$ cat src/rtl/axis_arb_pkg.sv
// Shared types and the round-robin search used by the packet arbiters.
// rr_pick scans at most 8 requesters, starting at ptr and wrapping modulo n.
package axis_arb_pkg;

  typedef enum logic {
    IDLE = 1'b0,
    XFER = 1'b1
  } arb_state_t;

  localparam int MAX_IN = 8;

  function automatic logic [2:0] rr_pick(input logic [MAX_IN-1:0] valid,
                                         input logic [2:0]        ptr,
                                         input int                n);
    logic [2:0] pick;
    logic [2:0] j;
    logic       found;
    pick  = '0;
    found = 1'b0;
    for (int k = 0; k < MAX_IN; k++) begin
      j = 3'((int'(ptr) + k) % n);
      if (k < n && !found && valid[j]) begin
        found = 1'b1;
        pick  = j;
      end
    end
    return pick;
  endfunction

endpackage

$ cat src/rtl/axis_pkt_arbiter_if.sv
// Bundle of the NUM_IN input streams and the merged output stream.
// master = traffic side (sources + sink), slave = the arbiter.
interface axis_pkt_arbiter_if #(
  parameter int NUM_IN = 2,
  parameter int DATA_W = 64,
  parameter int USER_W = 64
);
  logic [NUM_IN*DATA_W-1:0]   in_axis_tdata;
  logic [NUM_IN*DATA_W/8-1:0] in_axis_tkeep;
  logic [NUM_IN*USER_W-1:0]   in_axis_tuser;
  logic [NUM_IN-1:0]          in_axis_tlast;
  logic [NUM_IN-1:0]          in_axis_tvalid;
  logic [NUM_IN-1:0]          in_axis_tready;
  logic [DATA_W-1:0]          out_axis_tdata;
  logic [DATA_W/8-1:0]        out_axis_tkeep;
  logic [USER_W-1:0]          out_axis_tuser;
  logic                       out_axis_tlast;
  logic                       out_axis_tvalid;
  logic                       out_axis_tready;

  modport master (
    output in_axis_tdata, in_axis_tkeep, in_axis_tuser, in_axis_tlast, in_axis_tvalid,
    input  in_axis_tready,
    input  out_axis_tdata, out_axis_tkeep, out_axis_tuser, out_axis_tlast, out_axis_tvalid,
    output out_axis_tready
  );

  modport slave (
    input  in_axis_tdata, in_axis_tkeep, in_axis_tuser, in_axis_tlast, in_axis_tvalid,
    output in_axis_tready,
    output out_axis_tdata, out_axis_tkeep, out_axis_tuser, out_axis_tlast, out_axis_tvalid,
    input  out_axis_tready
  );
endinterface

$ cat src/rtl/rr_priority_sel.sv
// Combinational round-robin selector: first asserted req at or above ptr, wrapping.
// Zero latency; no handshake of its own.
module rr_priority_sel
  import axis_arb_pkg::*;
#(
  parameter int N  = 2,
  parameter int IW = (N > 1) ? $clog2(N) : 1
) (
  input  logic [N-1:0]  req,
  input  logic [IW-1:0] ptr,
  output logic          any,
  output logic [IW-1:0] idx
);

  logic [MAX_IN-1:0] req_ext;
  logic [2:0]        pick;

  always_comb begin
    req_ext        = '0;
    req_ext[N-1:0] = req;
  end

  assign pick = rr_pick(req_ext, 3'(ptr), N);
  assign any  = |req;
  assign idx  = IW'(pick);

endmodule

$ cat src/rtl/axis_pkt_arbiter.sv
// Packet-granular round-robin merge of NUM_IN AXI-Stream sources; one idle arbitration
// cycle per packet, then zero-latency pass-through. Optional counters under ARB_STATS_EN.
module axis_pkt_arbiter
  import axis_arb_pkg::*;
#(
  parameter int NUM_IN = 2,
  parameter int DATA_W = 64,
  parameter int USER_W = 64,
  parameter int IDX_W  = (NUM_IN > 1) ? $clog2(NUM_IN) : 1
) (
  input  logic               apclk,
  input  logic               apresetn,
  axis_pkt_arbiter_if.slave  axis,
  output logic [IDX_W-1:0]   grant_idx,
  output logic               busy
`ifdef ARB_STATS_EN
  ,
  output logic [NUM_IN*32-1:0] pkt_count,
  output logic [31:0]          stall_cycles
`endif
);

  localparam int KEEP_W = DATA_W / 8;

  arb_state_t       state;
  logic [IDX_W-1:0] rr_ptr;
  logic [IDX_W-1:0] win_idx;
  logic [IDX_W-1:0] nxt_ptr;
  logic             win_any;
  logic             beat_acc;

  rr_priority_sel #(.N(NUM_IN), .IW(IDX_W)) u_sel (
    .req (axis.in_axis_tvalid),
    .ptr (rr_ptr),
    .any (win_any),
    .idx (win_idx)
  );

  // Outside XFER every output is parked at zero so nothing leaks during arbitration.
  always_comb begin
    axis.out_axis_tdata  = '0;
    axis.out_axis_tkeep  = '0;
    axis.out_axis_tuser  = '0;
    axis.out_axis_tlast  = 1'b0;
    axis.out_axis_tvalid = 1'b0;
    axis.in_axis_tready  = '0;
    if (state == XFER) begin
      axis.out_axis_tdata  = axis.in_axis_tdata[int'(grant_idx)*DATA_W +: DATA_W];
      axis.out_axis_tkeep  = axis.in_axis_tkeep[int'(grant_idx)*KEEP_W +: KEEP_W];
      axis.out_axis_tuser  = axis.in_axis_tuser[int'(grant_idx)*USER_W +: USER_W];
      axis.out_axis_tlast  = axis.in_axis_tlast[grant_idx];
      axis.out_axis_tvalid = axis.in_axis_tvalid[grant_idx];
      axis.in_axis_tready[grant_idx] = axis.out_axis_tready;
    end
  end

  assign beat_acc = (state == XFER) && axis.out_axis_tvalid && axis.out_axis_tready;
  assign nxt_ptr  = (grant_idx == IDX_W'(NUM_IN - 1)) ? '0 : grant_idx + 1'b1;

  always_ff @(posedge apclk or negedge apresetn) begin
    if (!apresetn) begin
      state     <= IDLE;
      rr_ptr    <= '0;
      grant_idx <= '0;
      busy      <= 1'b0;
    end else begin
      case (state)
        IDLE: begin
          if (win_any) begin
            grant_idx <= win_idx;
            state     <= XFER;
            busy      <= 1'b1;
          end
        end
        XFER: begin
          if (beat_acc && axis.out_axis_tlast) begin
            rr_ptr <= nxt_ptr;
            state  <= IDLE;
            busy   <= 1'b0;
          end
        end
        default: begin
          state <= IDLE;
          busy  <= 1'b0;
        end
      endcase
    end
  end

`ifdef ARB_STATS_EN
  // Packet counters wrap; the stall counter saturates so long stalls stay visible.
  always_ff @(posedge apclk or negedge apresetn) begin
    if (!apresetn) begin
      pkt_count    <= '0;
      stall_cycles <= '0;
    end else begin
      if (beat_acc && axis.out_axis_tlast)
        pkt_count[int'(grant_idx)*32 +: 32] <= pkt_count[int'(grant_idx)*32 +: 32] + 32'd1;
      if (state == XFER && axis.out_axis_tvalid && !axis.out_axis_tready && stall_cycles != '1)
        stall_cycles <= stall_cycles + 32'd1;
    end
  end
`endif

endmodule

$ cat src/flat_wrapper.sv
// flat-port wrapper written by rule: the top's interface ports become plain ports
module axis_pkt_arbiter_flat import axis_arb_pkg::*;
#(
  parameter int NUM_IN = 2,
  parameter int DATA_W = 64,
  parameter int USER_W = 64,
  parameter int IDX_W  = (NUM_IN > 1) ? $clog2(NUM_IN) : 1
)
  (apclk, apresetn, grant_idx, busy, axis_in_axis_tdata, axis_in_axis_tkeep, axis_in_axis_tuser, axis_in_axis_tlast, axis_in_axis_tvalid, axis_in_axis_tready, axis_out_axis_tdata, axis_out_axis_tkeep, axis_out_axis_tuser, axis_out_axis_tlast, axis_out_axis_tvalid, axis_out_axis_tready);
  axis_pkt_arbiter_if #(.NUM_IN(NUM_IN), .DATA_W(DATA_W), .USER_W(USER_W)) axis_i ();
  input  logic apclk;
  input  logic apresetn;
  output logic [IDX_W-1:0] grant_idx;
  output logic busy;
  input wire logic [$bits(axis_i.in_axis_tdata)-1:0] axis_in_axis_tdata;
  input wire logic [$bits(axis_i.in_axis_tkeep)-1:0] axis_in_axis_tkeep;
  input wire logic [$bits(axis_i.in_axis_tuser)-1:0] axis_in_axis_tuser;
  input wire logic [$bits(axis_i.in_axis_tlast)-1:0] axis_in_axis_tlast;
  input wire logic [$bits(axis_i.in_axis_tvalid)-1:0] axis_in_axis_tvalid;
  output wire logic [$bits(axis_i.in_axis_tready)-1:0] axis_in_axis_tready;
  output wire logic [$bits(axis_i.out_axis_tdata)-1:0] axis_out_axis_tdata;
  output wire logic [$bits(axis_i.out_axis_tkeep)-1:0] axis_out_axis_tkeep;
  output wire logic [$bits(axis_i.out_axis_tuser)-1:0] axis_out_axis_tuser;
  output wire logic [$bits(axis_i.out_axis_tlast)-1:0] axis_out_axis_tlast;
  output wire logic [$bits(axis_i.out_axis_tvalid)-1:0] axis_out_axis_tvalid;
  input wire logic [$bits(axis_i.out_axis_tready)-1:0] axis_out_axis_tready;
  assign axis_i.in_axis_tdata = axis_in_axis_tdata;
  assign axis_i.in_axis_tkeep = axis_in_axis_tkeep;
  assign axis_i.in_axis_tuser = axis_in_axis_tuser;
  assign axis_i.in_axis_tlast = axis_in_axis_tlast;
  assign axis_i.in_axis_tvalid = axis_in_axis_tvalid;
  assign axis_in_axis_tready = axis_i.in_axis_tready;
  assign axis_out_axis_tdata = axis_i.out_axis_tdata;
  assign axis_out_axis_tkeep = axis_i.out_axis_tkeep;
  assign axis_out_axis_tuser = axis_i.out_axis_tuser;
  assign axis_out_axis_tlast = axis_i.out_axis_tlast;
  assign axis_out_axis_tvalid = axis_i.out_axis_tvalid;
  assign axis_i.out_axis_tready = axis_out_axis_tready;
  axis_pkt_arbiter #(.NUM_IN(NUM_IN), .DATA_W(DATA_W), .USER_W(USER_W), .IDX_W(IDX_W)) u_core (.apclk(apclk), .apresetn(apresetn), .axis(axis_i), .grant_idx(grant_idx), .busy(busy));
endmodule
$ cat config.mk
export PLATFORM = sky130hd
export DESIGN_NAME = axis_pkt_arbiter_flat
export DESIGN_NICKNAME = d
export VERILOG_FILES = /design/src/rtl/axis_arb_pkg.sv /design/src/rtl/axis_pkt_arbiter_if.sv /design/src/rtl/rr_priority_sel.sv /design/src/rtl/axis_pkt_arbiter.sv /design/src/flat_wrapper.sv
export SDC_FILE = /design/constraint.sdc
export NUM_CORES = 1
export LEC_CHECK = 0
export ABC_AREA = 1
export BUFFER_PORTS_ARGS = -buffer_cell sky130_fd_sc_hd__buf_2
export CORE_AREA = 2 2 164 166
export CTS_CLUSTER_SIZE = 8
export DETAILED_ROUTE_END_ITERATION = 6
export DIE_AREA = 0 0 166 168
export HOLD_SLACK_MARGIN = 0.15
export SYNTH_ARGS = -nofsm -noshare
export SYNTH_HDL_FRONTEND = slang
export SYNTH_SLANG_ARGS = --single-unit
$ cat constraint.sdc
create_clock -name apclk -period 1.5 [get_ports apclk]
set_input_delay 0.45 -clock apclk [delete_from_list [all_inputs] [get_ports apclk]]
set_output_delay 0.45 -clock apclk [all_outputs]
set_load 0.005 [all_outputs]
After elaboration in Yosys (flattened, before gate mapping):

Cells that the tools add are included.

* bits in registers: 4
* memory bits (read-only): 0
* latch bits: 0
* bits in writable memories: 0
* logic and storage cells: 54
* output and inout bits: 142
* memories kept: 0

* multipliers: 0
* div/mod/pow operators: 0
* shift-type cells: 3
* magnitude comparators: 4
* eq/ne operators: 2
* mux-type cells: 26
* bitwise operators: 3
* add/subtract/negate cells: 2
* reductions and logical operators: 10

Operators by type and width (number)
* indexed part select 128 x 8 -> 64 bit: 2
* 2-to-1 mux 64 bit: 2
* 2-to-1 mux 1 bit: 18
* indexed part select 16 x 5 -> 8 bit: 1
* 2-to-1 mux 8 bit: 1
* AND reduction 2 bit: 3
* logical AND 1 bit: 5
* less-than comparator 1 x 4 -> 1 bit (second input constant): 1
* less-than comparator 3 x 4 -> 1 bit (second input constant): 1
* != test 2 bit (second input constant): 2
* one-hot mux 1 bit (2 select lines): 2
* adder 1 bit (second input constant): 2
* AND 2 bit: 1
* binary-select mux 1 bit (select 2 bit): 1
* less-than comparator 1 x 2 -> 1 bit (second input constant): 1
* 2-to-1 mux 2 bit: 1
* OR reduction 2 bit: 1
* AND 1 bit (first input constant): 1
* demux 1 bit (select 1 bit): 1
* >= comparator 1 bit (second input constant): 1
* zero test 1 bit: 1
* inverter 1 bit: 1

Depth between registers and ports, before layout:

Gate-level depths: netlist of run 1.

* depth after elaboration: 8
* depth in mapped cells: 6
* mapped depth without buffers: 6

Modules after synthesis:

From an unflattened synthesis of run 1, not the netlist that was laid out.

* cell total of the unflattened synthesis: 491
* area total of the unflattened synthesis: 2234.6 um2

By module, submodules not included
* axis_pkt_arbiter: cells an instance 487, instances 1, area an instance 2215.9 um2
* rr_priority_sel: cells an instance 4, instances 1, area an instance 18.8 um2

Worst setup path after synthesis of run 1:

Ideal clock, no wire load.

* path type: register to output
* start point: reg u_core.grant_idx
* end point: out axis_out_axis_tdata[0]
* setup slack: 0.011 ns
* required time: 1.050 ns
* cell stages (with the launch flop): 6
* arrival time: 1.039 ns
* path through: dfrtp_1 -> inv_2 -> buf_4 -> buf_2 -> nand2_1 -> a21oi_1

* cells in the longest elaborated chain, start to end: 2

RTL lines
* start, declared: RTL line axis_pkt_arbiter.sv:14 `output logic [IDX_W-1:0] grant_idx,`
* start signal, assigned: RTL line axis_pkt_arbiter.sv:70 `grant_idx <= win_idx;`
* indexed part select 128 x 8 -> 64 bit: RTL line axis_pkt_arbiter.sv:48 `axis.out_axis_tdata = axis.in_axis_tdata[int'(grant_idx)*DATA_W +: DATA_W];`
* 2-to-1 mux 64 bit: RTL line axis_pkt_arbiter.sv:47 `if (state == XFER) begin`
* end, declared: RTL line flat_wrapper.sv:21 `output wire logic [$bits(axis_i.out_axis_tdata)-1:0] axis_out_axis_tdata;`

Every way passes these cells.

Worst setup path in the final report of run 1:

* start point: reg u_core.grant_idx
* end point: out axis_out_axis_tuser[33]

* cells in the longest elaborated chain, start to end: 2

RTL lines
* indexed part select 128 x 8 -> 64 bit: RTL line axis_pkt_arbiter.sv:50 `axis.out_axis_tuser = axis.in_axis_tuser[int'(grant_idx)*USER_W +: USER_W];`
* 2-to-1 mux 64 bit: RTL line axis_pkt_arbiter.sv:47
* end, declared: RTL line flat_wrapper.sv:23 `output wire logic [$bits(axis_i.out_axis_tuser)-1:0] axis_out_axis_tuser;`

Every way passes these cells.

==> run_results.csv, run 1 <==
group,metric,value,unit
drt,route.detailed.vias_per_inst,4.02,
sta,final.period_utilization,132,%
yosys,netlist.area_leader.share,48.4,%
place,detailedPlace.worstSlack,-0.236,ns
critical_path,r2r_slack,-0.01,ns
sta,rsz_0062_raised_after_global_routing,"true",
sta,max_clock_freq,0.505,GHz
clock_tree,number_of_buffers_created_by_cts,3,
drt,detail_route.iter0.violations,223,
drt,met3RoutedLength,1590,microns
critical_path,worst-endpoint-arrival,1.53,ns
yosys,synth_flop_cell,"sky130_fd_sc_hd__dfrtp_1",
yosys,synth_area_per_cell,4.51,sq um
drt,route.detailed.drc,0,
flow_run,max-cap-violations,0,
drt,routedLengthMet1,6670,microns
yosys,syn-num-nets,761,
sta,fin_max_slew_vios,0,
min_path,min_from,"u_core.busy",
finish,syn2layout_area_growth,179,%
clock_tree,insertion_delay,0.23,ns
min_path,hold_class,"reg -> reg",
drt,top_signal_layer_used,"met5",
clock_tree,clock_tree.root_cell,"sky130_fd_sc_hd__clkbuf_16",
yosys,synth.lib_cells_used.distinct,16,
yosys,synth_async_sr_flop_share,100,%
sta,timing_worst_slew_pin_value,0.442,ns
die,row_count,60,
status,failed_checks,"negative setup slack",
yosys,synth_common_cells,"sky130_fd_sc_hd__nand2_1, sky130_fd_sc_hd__a21oi_1, sky130_fd_sc_hd__buf_2, sky130_fd_sc_hd__buf_4, sky130_fd_sc_hd__nand3_1",
global_routing,antenna_violations_before_repair,2,
critical_path,worst_setup_path_end_kind,"output port",
yosys,synth_area_leaders,"sky130_fd_sc_hd__nand2_1, sky130_fd_sc_hd__a21oi_1, sky130_fd_sc_hd__buf_2",
sta,period_needed,1.98,ns
critical_path,r2r_end,"u_core.rr_ptr",
die,boundaryPins,421,
place,dp_hpwl,12100,microns
global_routing,global_route.overflow_total,0,
drt,met2_wirelength,9060,microns
yosys,yosysTopAreaCell,"sky130_fd_sc_hd__nand2_1",
critical_path,timing.critical_path.fanout_max,9,
clock_tree,h_tree_levels,1,
yosys,ys_ff_latch,4,
critical_path,critPathLaunchType,"flop",
finish,layout-drive-gt1-share,67.6,%
sta,hold_viol,0,
finish,num-nets-final,1199,
global_routing,vias_in_the_first_global_route,4522,
clock_tree,tritoncts,"built",
finish,postLayoutCellArea,6060,sq um
die,dieArea,27900,sq um
drt,wirelength,17700,microns
yosys,ys_warn_count,0,
power,power.static_leakage,0.00329,uW
sta,holdWs,0.480,ns
sta,finalWorstSetupSlack,-0.482,ns
die,die_w,166,microns
global_routing,grt_start_max_net_pins,68,
yosys,syn_inst,482,
critical_path,crit_type,"reg -> out",
status,outcome,"finished, violations left",
min_path,number_of_cells_on_the_worst_hold_path,2,
drt,route.vias.total,5069,
drt,initial_drt_pass_iterations,5,
die,die_h,168,microns
place,placement.cell_area,4810,sq um
critical_path,required_arrival_time_at_the_worst_endpoint,1.05,ns
die,initial_core_util,8.25,%
yosys,synth_most_common_cell,"sky130_fd_sc_hd__nand2_1",
yosys,synth_edf_count,0,
sta,setup_viol,143,
sta,worst_clock_skew,0.00169,ns
global_routing,global_route.usage.total,9.83,%
sta,max_slew_margin,70.5,%
drt,postRouteAntennaNets,0,
clock_tree,clk_pin_slew,0.03,ns
yosys,synth_seq_area_share,4.61,%
drt,post_drt_wl_per_cell,14.0,microns
yosys,netlist_area,2170,sq um
power,power_density,1600,nW/um^2
place,place.port_buffers,420,
die,core,26400,sq um
min_path,hold_path_end,"u_core.busy",
place,gp_congestion,0.798,
clock_tree,clock-sinks,4,
critical_path,r2r_cells,8,
power,irDropWorstVdd,938,uV
global_routing,grt_pass1_wl,22700,microns
critical_path,critical_path.reg2reg.startpoint,"u_core.grant_idx",
finish,antenna_cells,0,
clock_tree,clk_path_buf_depth,2,
finish,fillCellCount,2913,
==> where the power goes <==
| part | switching [uW] | internal [uW] |
|---|---|---|
| registers | 62.3 | 163 |
| clock network | 91.5 | 353 |
| logic | 4620 | 4430 |
==> layer usage <==
| layer | up-vias | global-route usage [%] |
|---|---|---|
| li1 | 2432 | - |
| met2 | 339 | 18.2 |
| met1 | 2263 | 11.5 |
| met5 | - | 0 |
| met3 | 31 | 2.33 |
| met4 | 4 | 2.19 |
==> cell usage in the layout, fill, tap and decap left out, types with 4 or more instances in the layout <==
cell type / n
sky130_fd_sc_hd__buf_6: 4
sky130_fd_sc_hd__buf_2: 418
sky130_fd_sc_hd__buf_12: 8
sky130_fd_sc_hd__a21oi_1: 55
sky130_fd_sc_hd__nand2_2: 32
sky130_fd_sc_hd__nand2_1: 226
sky130_fd_sc_hd__buf_16: 7
sky130_fd_sc_hd__clkbuf_16: 14
sky130_fd_sc_hd__buf_8: 8
sky130_fd_sc_hd__a21oi_2: 80
sky130_fd_sc_hd__buf_4: 21
sky130_fd_sc_hd__nand2_4: 22
sky130_fd_sc_hd__nand3_1: 4
==> cells by family (layout without fill, tap and decap cells) <==
logic type,Yosys count,count (layout),synth area share [%]
AND/OR/NAND/NOR,290,290,50.8
AO/OA/AOI/OAI,138,138,31.9
buffers and inverters,50,487,12.7
flip-flops,4,4,4.61
==> what timing repair did <==
action | 4_1_cts | 5_1_grt
pin swaps | 3 | 29
setup endpoints to repair | 141 | 144
resized for setup | 37 | 161
buffers inserted | 3 | 4
cloned | 3 | 14
hold buffers | 1 | 0
endpoints found under the hold margin | 4 | 0
==> stage by stage <==
stage	cells	power [uW]	TNS [ns]	util, %
2_1_floorplan	482	3420	0	-
3_3_place_gp	1231	6490	-20.84	18.3
3_5_place_dp	1231	6520	-22.11	18.3
4_1_cts	1242	7650	-57.85	19.5
5_1_grt	1260	10400	-64.64	23.0
6_report	1260	9720	-56.73	23.0
==> critical path: stages (launching register included) <==
cell                       delay, ns
sky130_fd_sc_hd__dfrtp_4        0.52
sky130_fd_sc_hd__clkinv_8       0.12
sky130_fd_sc_hd__buf_16         0.16
sky130_fd_sc_hd__buf_8          0.13
sky130_fd_sc_hd__nand2_1        0.08
sky130_fd_sc_hd__a21oi_2        0.14
sky130_fd_sc_hd__buf_2          0.14
==> state kept, by name (all words and copies together) (netlist names) <==
name / cells
u_core.busy: 1
u_core.grant_idx: 1
u_core.rr_ptr: 1
u_core.state: 1
==> layout make-up <==
class / count / area [sq um] / share of cell area, %
Timing Repair Buffer: 478 / 3050 / 50.4
Multi-Input combinational cell: 428 / 2360 / 39.0
Tap cell: 341 / 427 / 7.04
Sequential cell: 4 / 104 / 1.71
Clock buffer: 4 / 78.8 / 1.30
Inverter: 5 / 33.8 / 0.557
==> worst max path at each step <==
stage                                 from                      end  depth (start not counted)
after global placement    u_core.grant_idx  axis_out_axis_tuser[30]                          6
after detailed placement  u_core.grant_idx   axis_out_axis_tuser[4]                          6
final                     u_core.grant_idx  axis_out_axis_tuser[33]                          6
after floorplan           u_core.grant_idx   axis_out_axis_tdata[0]                          5
after CTS                 u_core.grant_idx   axis_out_axis_tkeep[6]                          6
after global routing      u_core.grant_idx  axis_out_axis_tuser[33]                          6
Note: power is estimated with default switching activity, not from simulation.
==> inputs of run 2 (changes only) <==
--- a/config.mk
+++ b/config.mk
@@ -7,11 +7,14 @@
 export LEC_CHECK = 0
 export ABC_AREA = 1
 export BUFFER_PORTS_ARGS = -buffer_cell sky130_fd_sc_hd__buf_2
-export CORE_AREA = 2 2 164 166
+export CELL_PAD_IN_SITES_DETAIL_PLACEMENT = 0
+export CELL_PAD_IN_SITES_GLOBAL_PLACEMENT = 2
+export CORE_AREA = 2 2 165 167
 export CTS_CLUSTER_SIZE = 8
 export DETAILED_ROUTE_END_ITERATION = 6
-export DIE_AREA = 0 0 166 168
+export DIE_AREA = 0 0 167 169
 export HOLD_SLACK_MARGIN = 0.15
+export PLACE_DENSITY_LB_ADDON = 0.1
 export SYNTH_ARGS = -nofsm -noshare
 export SYNTH_HDL_FRONTEND = slang
 export SYNTH_SLANG_ARGS = --single-unit
==> run 2 against run 1 <==
  * The flow still finishes with violations (negative setup slack)
  * Via count shrank 4.7%
  * Clock-buffer cell count is the same
  * Core utilization is 0.96 points higher
  * Power increased by 3.6%
  * Critical endpoint is now axis_out_axis_tdata[32]
  * Critical path depth stayed put
  * Sequential cell count unchanged
  * Die area is 1.2% higher
  * Clock skew increased by 0.0023 ns
  * Setup slack better by 0.049 ns
  * Combinational power grew 3.9%
  * Routed wire length is 6.7% higher
  * Hold slack about the same
==> run_results.csv, run 2 (synthesis gave the netlist of run 1 again) <==
group,metric,value,unit
status,outcome,"finished, violations left",
status,failed_checks,"negative setup slack",
critical_path,worst_setup_path_end_kind,"output port",
sta,period_needed,1.93,ns
finish,final_cell_mix,"sky130_fd_sc_hd__buf_2, sky130_fd_sc_hd__nand2_1, sky130_fd_sc_hd__a21oi_2",
sta,setup_viol,141,
flow_run,max-cap-violations,0,
sta,sum_of_negative_setup_slack,-52.11,ns
place,dp_hpwl,14800,microns
global_routing,grt_pass1_wl,25900,microns
drt,postRouteAntennaNets,0,
drt,route.detailed.vias_per_inst,3.81,
power,netSwitchingFraction,48.4,%
global_routing,global_route.usage.total,11.4,%
critical_path,crit_type,"reg -> out",
critical_path,timing.critical_path.fanout_max,8,
power,power.static_leakage,0.00341,uW
sta,fin_max_slew_vios,0,
clock_tree,h_tree_levels,1,
die,row_count,60,
sta,holdWs,0.480,ns
sta,max_clock_freq,0.517,GHz
drt,route.vias.total,4832,
place,gp_congestion,0.714,
die,dieArea,28200,sq um
power,irDropWorstVdd,574,uV
die,die_h,169,microns
place,detailedPlace.worstSlack,-0.203,ns
place,place.port_buffers,420,
power,p_int,5190,uW
die,die_w,167,microns
die,initial_core_util,8.20,%
sta,hold_viol,0,
power,power_density,1590,nW/um^2
finish,syn2layout_area_growth,192,%
sta,max_slew_margin,88.9,%
min_path,hold_class,"reg -> reg",
clock_tree,clock_tree.root_cell,"sky130_fd_sc_hd__clkbuf_16",
global_routing,vias_in_the_first_global_route,4618,
power,power.combinational.fraction,93.4,%
die,boundaryPins,421,
sta,finalWorstSetupSlack,-0.433,ns
clock_tree,number_of_buffers_created_by_cts,3,
die,core,26500,sq um
finish,layout_commonest_cell,"sky130_fd_sc_hd__buf_2",
power,power.net_switching,4870,uW
global_routing,global_route.overflow_total,0,
global_routing,grt_start_max_net_pins,30,
clock_tree,clk_pin_slew,0.03,ns
sta,rsz_0062_raised_after_global_routing,"true",
finish,layout-drive-gt1-share,71.4,%
sta,timing_worst_slew_pin_value,0.166,ns
critical_path,required_arrival_time_at_the_worst_endpoint,1.05,ns
critical_path,worst-endpoint-arrival,1.48,ns
clock_tree,clk_path_buf_depth,2,
drt,initial_drt_pass_iterations,4,
power,clock_power_share,4.4,%
global_routing,antenna_violations_before_repair,0,
power,seq_power_share,2.2,%
drt,route.detailed.drc,0,
drt,detail_route.iter0.violations,117,
sta,final.period_utilization,129,%
drt,wirelength,18800,microns
clock_tree,insertion_delay,0.23,ns
sta,worst_clock_skew,0.00396,ns
finish,antenna_cells,0,
critical_path,critPathLaunchType,"flop",
finish,num-nets-final,1206,
clock_tree,clock-sinks,4,
clock_tree,tritoncts,"built",
drt,post_drt_wl_per_cell,14.9,microns
-- run 2: cell count changes in the layout (fill, tap and decap cells not counted), moves of 2 or more --
cell / change
sky130_fd_sc_hd__nand2_1: -27
sky130_fd_sc_hd__nand2_4: +22
sky130_fd_sc_hd__buf_12: +15
sky130_fd_sc_hd__buf_8: -7
sky130_fd_sc_hd__a21oi_2: +5
sky130_fd_sc_hd__buf_16: -5
sky130_fd_sc_hd__nand2_2: +5
sky130_fd_sc_hd__a21oi_1: -4
sky130_fd_sc_hd__buf_6: +3
sky130_fd_sc_hd__nand3_1: -2
-- run 2: path summary, 6_finish.rpt --
check	from	end	slack, ns	cells after the start
max	u_core.grant_idx	axis_out_axis_tdata[32]	-0.43	6
min	u_core.busy	u_core.busy	0.48	2
max reg2reg	u_core.grant_idx	u_core.state	0	9
min reg2reg	u_core.busy	u_core.busy	0.48	2
max in group asynchronous	apresetn	u_core.grant_idx	0.78	2
min in group asynchronous	apresetn	u_core.busy	0.58	2
-- run 2: power groups by stage --
stage / Sequential (uW) / Combinational, uW / Clock [uW]
finish: 224 / 9400 / 439
global route: 230 / 10300 / 455
CTS: 212 / 7530 / 450
detailed placement: 208 / 7420 / 0
global placement: 207 / 7560 / 0
floorplan: 199 / 3220 / 0
-- run 2: metal layers --
metal	part of all wire (%)	vias to the layer above	track usage [%]	wire [microns]
li1	-	2441	-	-
met1	36	2149	12.3	6880
met2	55	236	23.2	10400
met3	8.0	6	2.90	1500
met4	0.44	0	0.787	82
met5	0	-	0	0
-- run 2: cell type report --
cell class | count | area, sq um
well taps | 341 | 427
flip-flops and latches | 4 | 104
repair buffers | 485 | 3130
fillers | 3141 | 20200
inverters | 5 | 33.8
multi-input cells | 428 | 2570
clock buffers | 4 | 78.8
-- run 2: stage by stage --
stage	util, %	instances	power (uW)	cell area, sq um
final	24.0	1267	10100	6350
after global routing	24.0	1267	11000	6350
after CTS	19.9	1250	8200	5260
after detailed placement	19.3	1245	7630	5120
after global placement	19.3	1245	7770	5120
after floorplan	-	482	3420	2170
-- run 2: critical path, cell delays in order, from the launching register on --
cell and delay [ns]:
sky130_fd_sc_hd__dfrtp_4 0.52, sky130_fd_sc_hd__clkinv_8 0.11, sky130_fd_sc_hd__buf_16 0.16, sky130_fd_sc_hd__clkbuf_16 0.17
sky130_fd_sc_hd__nand2_2 0.05, sky130_fd_sc_hd__a21oi_2 0.11, sky130_fd_sc_hd__buf_2 0.12
-- run 2: repair_timing --
item	CTS	global route
hold buffers	1	0
cloned	0	11
hold endpoints to repair	4	0
endpoints found under the setup margin	144	144
setup buffers	0	7
pin swaps	16	48
gates resized for setup	16	215
==> inputs of run 3 (changes only) <==
--- a/config.mk
+++ b/config.mk
@@ -14,7 +14,7 @@
 export DETAILED_ROUTE_END_ITERATION = 6
 export DIE_AREA = 0 0 167 169
 export HOLD_SLACK_MARGIN = 0.15
-export PLACE_DENSITY_LB_ADDON = 0.1
+export PLACE_DENSITY = 0.89
 export SYNTH_ARGS = -nofsm -noshare
 export SYNTH_HDL_FRONTEND = slang
 export SYNTH_SLANG_ARGS = --single-unit
==> run 3 against run 2 <==
  * The flow still finishes with violations (negative setup slack)
  * First-iteration DRC count up 1.7%
  * Setup slack worse by 0.042 ns
  * Routed wire length up 7.8%
  * Critical path type unchanged
  * Critical endpoint is now axis_out_axis_tuser[22]
  * Largest power group unchanged
  * Highest routed layer unchanged
==> run_results.csv, run 3 (synthesis gave the netlist of run 1 again) <==
group,metric,value,unit
global_routing,antenna_violations_before_repair,2,
power,irDropWorstVdd,675,uV
global_routing,global_route.usage.total,12.0,%
min_path,hold_class,"reg -> reg",
critical_path,critPathLaunchType,"flop",
finish,num-nets-final,1206,
die,boundaryPins,421,
drt,postRouteAntennaNets,0,
place,detailedPlace.worstSlack,-0.293,ns
critical_path,required_arrival_time_at_the_worst_endpoint,1.05,ns
sta,holdWs,0.468,ns
clock_tree,clock_tree.root_cell,"sky130_fd_sc_hd__clkbuf_16",
drt,detail_route.iter0.violations,119,
clock_tree,clk_path_buf_depth,2,
critical_path,critical_path.reg2reg.startpoint,"u_core.grant_idx",
die,die_h,169,microns
clock_tree,clock-sinks,4,
critical_path,startpoint,"u_core.grant_idx",
sta,fin_max_slew_vios,0,
critical_path,crit_type,"reg -> out",
flow_run,max-cap-violations,0,
clock_tree,insertion_delay,0.23,ns
critical_path,worst_setup_path_end_kind,"output port",
clock_tree,clk_pin_slew,0.04,ns
critical_path,timing.critical_path.fanout_max,7,
clock_tree,h_tree_levels,1,
finish,layout-drive-gt1-share,76.1,%
finish,layout_commonest_cell,"sky130_fd_sc_hd__buf_2",
drt,post_drt_wl_per_cell,16.0,microns
sta,worst_clock_skew,0.00516,ns
sta,hold_viol,0,
place,place.port_buffers,420,
critical_path,r2r_slack,-0.01,ns
sta,setup_viol,144,
die,initial_core_util,8.20,%
global_routing,vias_in_the_first_global_route,4800,
finish,syn2layout_area_growth,205,%
critical_path,r2r_cells,9,
drt,route.vias.total,5055,
die,dieArea,28200,sq um
finish,antenna_cells,0,
sta,max_clock_freq,0.506,GHz
place,dp_hpwl,13300,microns
die,die_w,167,microns
sta,finalWorstSetupSlack,-0.475,ns
drt,wirelength,20300,microns
critical_path,endpoint,"axis_out_axis_tuser[22]",
global_routing,grt_pass1_wl,26800,microns
sta,max_slew_margin,83.5,%
drt,initial_drt_pass_iterations,4,
drt,route.detailed.vias_per_inst,3.99,
finish,final_cell_mix,"sky130_fd_sc_hd__buf_2, sky130_fd_sc_hd__nand2_1, sky130_fd_sc_hd__a21oi_2",
sta,final.period_utilization,132,%
sta,timing_worst_slew_pin_value,0.248,ns
drt,route.detailed.drc,0,
critical_path,worst-endpoint-arrival,1.52,ns
status,outcome,"finished, violations left",
die,row_count,60,
global_routing,grt_start_max_net_pins,35,
power,power_density,1660,nW/um^2
clock_tree,number_of_buffers_created_by_cts,3,
sta,period_needed,1.97,ns
sta,rsz_0062_raised_after_global_routing,"true",
die,core,26500,sq um
global_routing,global_route.overflow_total,0,
power,power.static_leakage,0.00349,uW
place,gp_congestion,0.868,
clock_tree,tritoncts,"built",
critical_path,r2r_end,"u_core.state",
status,failed_checks,"negative setup slack",
## run 3: cell types whose count changed in the layout (fill, tap and decap cells not counted), moves of 2 or more
cell | previous run | this run
sky130_fd_sc_hd__a21oi_1 | 51 | 26
sky130_fd_sc_hd__nand2_4 | 44 | 52
sky130_fd_sc_hd__a21oi_2 | 85 | 109
sky130_fd_sc_hd__buf_6 | 7 | 9
sky130_fd_sc_hd__clkbuf_16 | 13 | 10
sky130_fd_sc_hd__buf_12 | 23 | 14
sky130_fd_sc_hd__nand2_1 | 199 | 181
sky130_fd_sc_hd__buf_16 | 2 | 14
sky130_fd_sc_hd__nand2_2 | 37 | 47
sky130_fd_sc_hd__buf_2 | 419 | 417
## run 3: how the worst min path moves through the flow
stage,start,end,cells past startpoint
2_1_floorplan,apresetn,u_core.busy,0
4_1_cts,u_core.rr_ptr,u_core.rr_ptr,2
6_report,u_core.rr_ptr,u_core.rr_ptr,2
5_1_grt,u_core.rr_ptr,u_core.rr_ptr,2
3_3_place_gp,apresetn,u_core.rr_ptr,1
3_5_place_dp,apresetn,u_core.busy,1
## run 3: final cells by class
class | instances | area (sq um)
repair buffers | 485 | 3210
multi-input cells | 428 | 2770
well taps | 341 | 427
flip-flops and latches | 4 | 104
fillers | 2997 | 19900
clock buffers | 4 | 78.8
inverters | 5 | 33.8
## run 3: per-stage QoR
step | total power [uW] | TNS, ns | cell area, sq um | utilization [%] | std cells
2_1_floorplan | 3420 | 0 | 2170 | - | 482
3_3_place_gp | 6920 | -21.45 | 4890 | 18.5 | 1238
3_5_place_dp | 6880 | -23.92 | 4890 | 18.5 | 1238
4_1_cts | 9470 | -59.65 | 5740 | 21.6 | 1260
5_1_grt | 11800 | -67.23 | 6630 | 25.0 | 1267
6_report | 11000 | -58.36 | 6630 | 25.0 | 1267
## run 3: critical path, cell delays in order, from the launching register on
cell and delay (ns):
sky130_fd_sc_hd__dfrtp_4 0.53, sky130_fd_sc_hd__inv_12 0.13, sky130_fd_sc_hd__buf_12 0.15, sky130_fd_sc_hd__clkbuf_16 0.18, sky130_fd_sc_hd__nand2_1 0.06, sky130_fd_sc_hd__a21oi_1 0.11, sky130_fd_sc_hd__buf_2 0.13
## run 3: timing repair
| item | in CTS | in global routing |
|---|---|---|
| endpoints found under the setup margin | 144 | 144 |
| hold buffers | 1 | 0 |
| pin swaps | 22 | 57 |
| gates cloned | 11 | 7 |
| gates resized for setup | 104 | 200 |
| hold endpoints to repair | 4 | 0 |
| buffers inserted | 6 | 1 |
## run 3: metal layers
layer	share of wire (%)	global-route usage, %
met4	1.4	1.42
met5	0	0
met2	55	24.4
met3	7.0	2.06
met1	36	13.3
## run 3: report_power, final
part	total, uW	internal (uW)	leakage [uW]	switching, uW
clock network	439	352	0.0000382	87.1
logic	10400	5010	0.00340	5340
registers	233	163	0.0000438	69.7
